$ cat src/rtl/cond_eval.sv
// Evaluates a 3-bit condition code against the carry/zero flags, stalling while a
// flag load is pending, and returns the result over a valid/accept handshake.
module cond_eval #(
  parameter int unsigned CNT_W = 8
) (
  input  logic             clock,
  input  logic             notReset,
  input  logic             cIn,
  input  logic             zIn,
  input  logic             notFlagLoad,
  input  logic             req,
  input  logic [2:0]       cond,
  output logic             ready,
  output logic             valid,
  output logic             taken,
  input  logic             accept,
  output logic             notLoadPc,
  output logic [CNT_W-1:0] takenCount,
  output logic [CNT_W-1:0] notTakenCount,
  output logic [CNT_W-1:0] stallCount
);

  typedef enum logic [1:0] {
    IDLE   = 2'd0,
    WAIT   = 2'd1,
    EVAL   = 2'd2,
    RESULT = 2'd3
  } state_t;

  state_t           state_q;
  logic [2:0]       cond_q;
  logic             ready_q;
  logic             valid_q;
  logic             taken_q;
  logic             notLoadPc_q;
  logic [CNT_W-1:0] takenCount_q;
  logic [CNT_W-1:0] notTakenCount_q;
  logic [CNT_W-1:0] stallCount_q;

  logic             hit_d;
  logic [CNT_W-1:0] takenCount_d;
  logic [CNT_W-1:0] notTakenCount_d;
  logic [CNT_W-1:0] stallCount_d;

  always_comb begin
    hit_d = 1'b0;
    case (cond_q)
      3'b000: hit_d = 1'b1;
      3'b001: hit_d = 1'b0;
      3'b010: hit_d = cIn;
      3'b011: hit_d = !cIn;
      3'b100: hit_d = zIn;
      3'b101: hit_d = !zIn;
      3'b110: hit_d = cIn && !zIn;
      3'b111: hit_d = !cIn || zIn;
      default: hit_d = 1'b0;
    endcase
  end

  // Saturating increments: hold at all-ones instead of wrapping.
  always_comb begin
    takenCount_d    = (takenCount_q    == '1) ? takenCount_q    : takenCount_q    + 1'b1;
    notTakenCount_d = (notTakenCount_q == '1) ? notTakenCount_q : notTakenCount_q + 1'b1;
    stallCount_d    = (stallCount_q    == '1) ? stallCount_q    : stallCount_q    + 1'b1;
  end

  always_ff @(posedge clock or negedge notReset) begin
    if (!notReset) begin
      state_q         <= IDLE;
      cond_q          <= '0;
      ready_q         <= 1'b1;
      valid_q         <= 1'b0;
      taken_q         <= 1'b0;
      notLoadPc_q     <= 1'b1;
      takenCount_q    <= '0;
      notTakenCount_q <= '0;
      stallCount_q    <= '0;
    end else begin
      case (state_q)
        IDLE: begin
          if (req) begin
            cond_q  <= cond;
            ready_q <= 1'b0;
            state_q <= notFlagLoad ? EVAL : WAIT;
          end
        end
        WAIT: begin
          stallCount_q <= stallCount_d;
          if (notFlagLoad) state_q <= EVAL;
        end
        EVAL: begin
          taken_q     <= hit_d;
          valid_q     <= 1'b1;
          notLoadPc_q <= !hit_d;
          if (hit_d) takenCount_q    <= takenCount_d;
          else       notTakenCount_q <= notTakenCount_d;
          state_q     <= RESULT;
        end
        RESULT: begin
          // PC load strobe lasts only the first RESULT cycle, however long accept takes.
          notLoadPc_q <= 1'b1;
          if (accept) begin
            valid_q <= 1'b0;
            ready_q <= 1'b1;
            state_q <= IDLE;
          end
        end
        default: state_q <= IDLE;
      endcase
    end
  end

  assign ready         = ready_q;
  assign valid         = valid_q;
  assign taken         = taken_q;
  assign notLoadPc     = notLoadPc_q;
  assign takenCount    = takenCount_q;
  assign notTakenCount = notTakenCount_q;
  assign stallCount    = stallCount_q;

endmodule

$ cat config.mk
export PLATFORM = sky130hd
export DESIGN_NAME = cond_eval
export DESIGN_NICKNAME = d
export VERILOG_FILES = /design/src/rtl/cond_eval.sv
export SDC_FILE = /design/constraint.sdc
export NUM_CORES = 1
export LEC_CHECK = 0
export CORE_ASPECT_RATIO = 0.7
export CORE_MARGIN = 2
export CORE_UTILIZATION = 45
export DETAILED_ROUTE_END_ITERATION = 6
export PLACE_DENSITY = 0.73
export SYNTH_ARGS = -nofsm -noshare
export SYNTH_HDL_FRONTEND = slang
export SYNTH_SLANG_ARGS = --single-unit
$ cat constraint.sdc
create_clock -name clock -period 4.2 [get_ports clock]
set_input_delay 0.63 -clock clock [delete_from_list [all_inputs] [get_ports clock]]
set_output_delay 0.63 -clock clock [all_outputs]
set_load 0.02 [all_outputs]
==> impl_metrics.csv, run 1 <==
group,metric,value,unit
status,run_status,"completed",
cells_and_area,utilization,61.7,%
sta,tightest_slew,479,ps
clocking,cts_setup_buffers,0,
route,dr_total_vias,1196,
run,cap_violations,0,
sta,finalSetupViolations,0,
hold_path,hp-class,"reg2reg",
placement,dp_hpwl,2.33,mm
sta,clock_skew,3.51,ps
die,start_util,46.1,%
sta,maxSlewViolCount,0,
die,chipHeight,53.9,microns
cells_and_area,final_area,0.00214,sq mm
critical_path,crit_buf_inv,1,
power_and_ir_drop,power.density,815,mW/mm^2
synth,postSynthAreaPerCell,11.3,sq um
die,io_pins,38,
clocking,cts_hold_buf,0,
critical_path,path_delay_family,"multiplexers",
clocking,cts_buffer_depth,2,
clocking,htree_levels,2,
critical_path,crit_required,4370,ps
placement,globalplace.congestion,0.811,
clocking,clkSlewWorstSetupHoldPaths,60,ps
die,num_rows,18,
sta,min_period_over_period,55.2,%
placement,pre_cts_slack,1590,ps
global_route,antenna_found_initial,0,
die,core-area,0.00347,sq mm
power_and_ir_drop,p_leak,0.891,nW
critical_path,cp_cell_sequence,"clkdlybuf4s50_1, a21bo_1, a21oi_2, mux2_2, nor2b_4, mux2_2",
critical_path,start_kind,"input port",
cells_and_area,drive_above_1_share,12.2,%
critical_path,reg2reg_slack,2200,ps
cells_and_area,fin_nets,205,
critical_path,crit_top_cell,"mux2_2",
sta,rsz0062_at_grt,"no",
synth,synth_common_cells,"31 x dfrtp_1, 13 x nand2_1, 13 x xor2_1",
clocking,cts_resized,0,
synth,yosysSeqAreaShare,51.8,%
sta,clock.fmax,431,MHz
synth,ys.warnings.count,0,
global_route,grt_use_total,18.1,%
sta,hold_violations,0,
synth,ys_ff_latch,33,
synth,synth_top_area_share,48.6,%
power_and_ir_drop,ir_drop,0.416,mV
cells_and_area,fillers,290,
critical_path,arrival,2490,ps
synth,synth_top_area_cell,"dfrtp_1",
power_and_ir_drop,p_total,1.74,mW
die,fp.dieW,75.2,microns
synth,synth_cell_types,32,
critical_path,cp-end-kind,"flop",
route,post_drt_via_cell_ratio,5.03,
synth,synth_most_common_cell,"dfrtp_1",
synth,postSynthCellCount,142,
synth,async_flop_share,100,%
synth,synth-main-ff-cell,"dfrtp_1",
placement,placed_area,0.00204,sq mm
synth,yosys-top-cells-area,"dfrtp_1 49%, xor2_1 7.1%, ha_1 6.3%",
critical_path,critical_path_class,"in2reg",
route,drt_iter0_drc,23,
clocking,worstSkewPairLatency,280,ps
route,drtAntennaViolNets,0,
sta,period_minus_slack,2320,ps
sta,relSlewSlack,67.9,%
global_route,grt_pass1_wl,5.14,mm
critical_path,critical_path.max_stage_delay,460,ps
clocking,cts_buffers,5,
global_route,grt_max_degree,34,
cells_and_area,area_growth,33.9,%
route,drc_errors,0,
critical_path,crit_fanout,8,
clocking,cts_tree,"yes",
sta,setup_slack,1880,ps
clocking,cts-root-buf,"clkbuf_8",
critical_path,crit_slowest_cell,"clkdlybuf4s50_1",
clocking,clock_sinks,33,
placement,numPortBuffers,37,
global_route,grt_pass1_vias,1097,
route,routedWlPerCell,13.6,microns
cells_and_area,diodes,0,
synth,synthesis.area,0.00160,sq mm
route,wl,3.24,mm
die,die_area,0.00405,sq mm
global_route,grt_overflow_total,0,
route,drtPass1Iterations,4,
synth,synth-edff-count,0,
sta,fin_setup_tns,0,ps
synth,synth_nets,160,
-- through the flow --
stage / cells / hold slack (ps)
after floorplan: 142 / 334
after global placement: 230 / 476
after detailed placement: 230 / 490
after CTS: 238 / 504
after global routing: 238 / 523
final: 238 / 496
-- power by group --
part | internal [mW] | total [mW] | switching, mW | leakage (nW)
clock network | 0.148 | 0.258 | 0.110 | 0.0542
registers | 0.466 | 0.622 | 0.155 | 0.380
logic | 0.405 | 0.864 | 0.459 | 0.457
total | 1.02 | 1.74 | 0.724 | 0.891
-- final timing paths --
kind,from,depth (start not counted),endpoint
max,cIn,6,notTakenCount[1]$_DFFE_PN0P_
min in group asynchronous,notReset,2,takenCount[1]$_DFFE_PN0P_
min,stallCount[6]$_DFFE_PN0P_,1,stallCount[6]$_DFFE_PN0P_
max in group asynchronous,notReset,2,ready$_DFFE_PN1P_
min reg2reg,stallCount[6]$_DFFE_PN0P_,1,stallCount[6]$_DFFE_PN0P_
max reg2reg,state_q[0]$_DFFE_PN0P_,6,notTakenCount[1]$_DFFE_PN0P_
-- cell usage in the layout (no fill, tap or decap), types with 3 or more instances in the layout --
| cell | Yosys | routed |
|---|---|---|
| nor4_1 | 3 | 3 |
| o21ai_0 | 3 | 3 |
| nand2_1 | 13 | 13 |
| nor2_1 | 7 | 7 |
| ha_1 | 8 | 8 |
| nand3_1 | 6 | 6 |
| mux2_2 | 7 | 7 |
| clkbuf_8 | 0 | 7 |
| a21oi_1 | 8 | 8 |
| nand4_1 | 5 | 5 |
| xnor2_1 | 5 | 5 |
| xor2_1 | 13 | 13 |
| inv_1 | 6 | 6 |
| nor3_1 | 4 | 4 |
| dfrtp_1 | 31 | 31 |
| clkdlybuf4s50_1 | 0 | 37 |
-- worst reg2reg max path: stages, from the launching register on --
cell and delay [ps]:
dfrtp_1 400, inv_1 140, ha_1 370, nand2_1 80
mux2_2 370, nor2b_4 180, mux2_2 340
-- registers in the layout, indices dropped and copies added, names as in the netlist --
register       cells
cond_q             3
notLoadPc          1
notTakenCount      8
ready              1
stallCount         8
state_q            2
taken              1
takenCount         8
valid              1
-- layer usage --
layer  routed length [microns]  vias up  global-route usage, %  part of all wire, %
met1                      1540      573                   23.9                   48
met5                         0        -                      0                    0
met2                      1490       29                   27.3                   46
met4                        47        0                   9.06                  1.5
li1                          -      588                      -                    -
met3                       165        6                   5.24                  5.1
-- kinds of logic (layout without fill, tap and decap cells) --
logic type	count (synthesis)	count (layout)	share of synthesized area [%]
and+or+nand+nor	47	47	15.7
DFF	33	33	51.8
AOI/OAI and AO/OA	20	20	7.75
xor gates and xnor gates	19	19	10.9
muxes	9	9	6.19
adders and majority gates	8	8	6.26
buffers and inverters	6	52	1.41
-- final cells by class --
cell class	instances	area [sq um]	area share (%)
Tap cell	50	62.6	2.92
Clock inverter	1	5.00	0.234
Clock buffer	7	96.3	4.50
Inverter	6	22.5	1.05
Sequential cell	33	828	38.7
Multi-Input combinational cell	103	747	34.9
Timing Repair Buffer	38	378	17.7
No activity file was read; power rests on OpenSTA's default activity.
==> run 2: changes to the inputs <==
- CORE_UTILIZATION: 45 -> 44
- PLACE_DENSITY: 0.73 -> 0.75
- clock period: 4.2 -> 2.1 ns (I/O delays scaled with it)
==> run 2 against run 1 <==
Power grew 100%. Utilization grew 0.28 points. Sequential power increased by 100%. Critical endpoint is now takenCount[4]$_DFFE_PN0P_. First-iteration DRC count rose to 2.7 times the previous value. Count of clock-buffer cells in the layout rose by 1. Combinational power is 110% higher. Wire length up 4.5%. Clock power grew 79%. Clock skew barely moved. Flip-flop and latch count is the same. Critical path depth rose by 2. Die area increased by 2.1%.
==> impl_metrics.csv, run 2 (same netlist as run 1, synthesis figures left out) <==
group,metric,value,unit
status,run_status,"completed",
critical_path,endpoint,"takenCount[4]$_DFFE_PN0P_",
sta,relSlewSlack,68.5,%
clocking,cts_buffers,5,
placement,globalplace.congestion,0.790,
clocking,cts-root-buf,"clkbuf_8",
critical_path,cp_cell_sequence,"clkdlybuf4s50_1, a21bo_1, a21oi_2, buf_4, xnor2_2, buf_4, nor3_1, xor2_1",
critical_path,crit_top_cell,"buf_4",
die,chipHeight,54.4,microns
critical_path,critical_path.max_stage_delay,460,ps
placement,place_inst,236,
clocking,cts_resized,0,
critical_path,cp-end-kind,"flop",
cells_and_area,layout.cells.most_common_list,"37 x clkdlybuf4s50_1, 31 x dfrtp_1, 13 x xor2_1, 13 x nand2_1",
placement,pre_cts_slack,-27.1,ps
global_route,grt_use_total,17.9,%
critical_path,startpoint,"cIn",
cells_and_area,final_area,0.00216,sq mm
route,drtAntennaViolNets,0,
die,start_util,45.8,%
cells_and_area,diodes,0,
cells_and_area,fin_nets,211,
sta,tightest_slew,469,ps
route,drc_errors,0,
route,routedWlPerCell,13.9,microns
cells_and_area,area_growth,35.4,%
critical_path,reg2reg_slack,340,ps
die,core-area,0.00349,sq mm
sta,hold_violations,0,
power_and_ir_drop,ir_drop,0.777,mV
global_route,grt_pass1_wl,5.59,mm
clocking,cts_buffer_depth,2,
critical_path,crit_required,2310,ps
sta,min_period_over_period,86.9,%
die,num_rows,18,
power_and_ir_drop,power.density,1640,mW/mm^2
placement,dp_hpwl,2.49,mm
clocking,clock_sinks,33,
hold_path,hp-class,"in2async",
clocking,htree_levels,2,
power_and_ir_drop,p_leak,0.905,nW
die,fp.dieW,76.0,microns
critical_path,start_kind,"input port",
critical_path,regToRegStartpoint,"cond_q[1]$_DFFE_PN0P_",
cells_and_area,stdcell_count,244,
clocking,worstSkewPairLatency,290,ps
sta,period_minus_slack,1830,ps
cells_and_area,drive_above_1_share,13.4,%
global_route,antenna_found_initial,0,
global_route,grt_overflow_total,0,
sta,finalSetupViolations,0,
clocking,clkSlewWorstSetupHoldPaths,60,ps
sta,clock_skew,3.15,ps
clocking,cts_setup_buffers,0,
sta,rsz0062_at_grt,"no",
critical_path,crit_slowest_cell,"clkdlybuf4s50_1",
global_route,grt_pass1_vias,1237,
sta,clock.fmax,548,MHz
critical_path,critical_path_class,"in2reg",
critical_path,arrival,2030,ps
route,wl,3.39,mm
placement,placed_area,0.00208,sq mm
sta,whs,427,ps
placement,numPortBuffers,37,
route,post_drt_via_cell_ratio,5.20,
critical_path,cp_num_cells,8,
critical_path,r2r-end,"takenCount[4]$_DFFE_PN0P_",
run,cap_violations,0,
clocking,cts_hold_buf,0,
power_and_ir_drop,p_total,3.55,mW
clocking,cts_tree,"yes",
die,die_area,0.00414,sq mm
cells_and_area,layout_commonest_cell,"clkdlybuf4s50_1",
critical_path,crit_fanout,7,
sta,maxSlewViolCount,0,
global_route,grt_max_degree,34,
sta,setup_slack,274,ps
route,drt_iter0_drc,61,
critical_path,path_delay_family,"buffers and inverters",
die,io_pins,38,
cells_and_area,utilization,62.0,%
route,dr_total_vias,1269,
sta,fin_setup_tns,0,ps
critical_path,crit_buf_inv,3,
critical_path,rr_worst_depth,7,
route,drtPass1Iterations,4,
==> run 2: cell count changes in the layout (fill, tap and decap cells not counted), sizes merged <==
cell,delta
buf,+6
clkbuf,+1
clkinv,-1
==> run 2: power by group <==
part / total [mW] / switching, mW / internal (mW)
logic: 1.83 / 0.934 / 0.900
registers: 1.25 / 0.318 / 0.933
clock network: 0.463 / 0.227 / 0.235
==> run 2: worst min-delay path by stage <==
stage                                            start                           end  slack, ps  depth (start not counted)
after floorplan                               notReset         cond_q[0]$_DFFE_PN0P_         20                          0
after global placement    notTakenCount[5]$_DFFE_PN0P_  notTakenCount[5]$_DFFE_PN0P_        470                          1
after detailed placement  notTakenCount[5]$_DFFE_PN0P_  notTakenCount[5]$_DFFE_PN0P_        480                          1
after CTS                                     notReset     takenCount[7]$_DFFE_PN0P_        440                          2
after global routing                          notReset     takenCount[7]$_DFFE_PN0P_        480                          2
final                                         notReset  notTakenCount[0]$_DFFE_PN0P_        430                          2
==> run 2: final cells by class <==
class / instances / area, sq um
clock buffers: 8 / 80.1
fillers: 310 / 1330
inverters: 6 / 22.5
multi-input cells: 103 / 747
flip-flops and latches: 33 / 828
well taps: 50 / 62.6
repair buffers: 44 / 423
==> run 2: routing by layer <==
metal	routed length, microns	track usage, %	vias to the layer above	share of wire, %
met4	61	9.39	0	1.8
li1	-	-	596	-
met3	205	5.45	8	6.1
met5	0	0	-	0
met1	1520	21.0	624	45
met2	1600	31.0	41	47
==> run 2: worst register-to-register path, delay by kind of cell (launching register included) <==
| family | cells | cell delay, ps |
|---|---|---|
| xor gates and xnor gates | 2 | 390 |
| AOI/OAI and AO/OA | 1 | 60 |
| and+or+nand+nor | 2 | 490 |
| DFF | 1 | 410 |
| buffers and inverters | 2 | 330 |
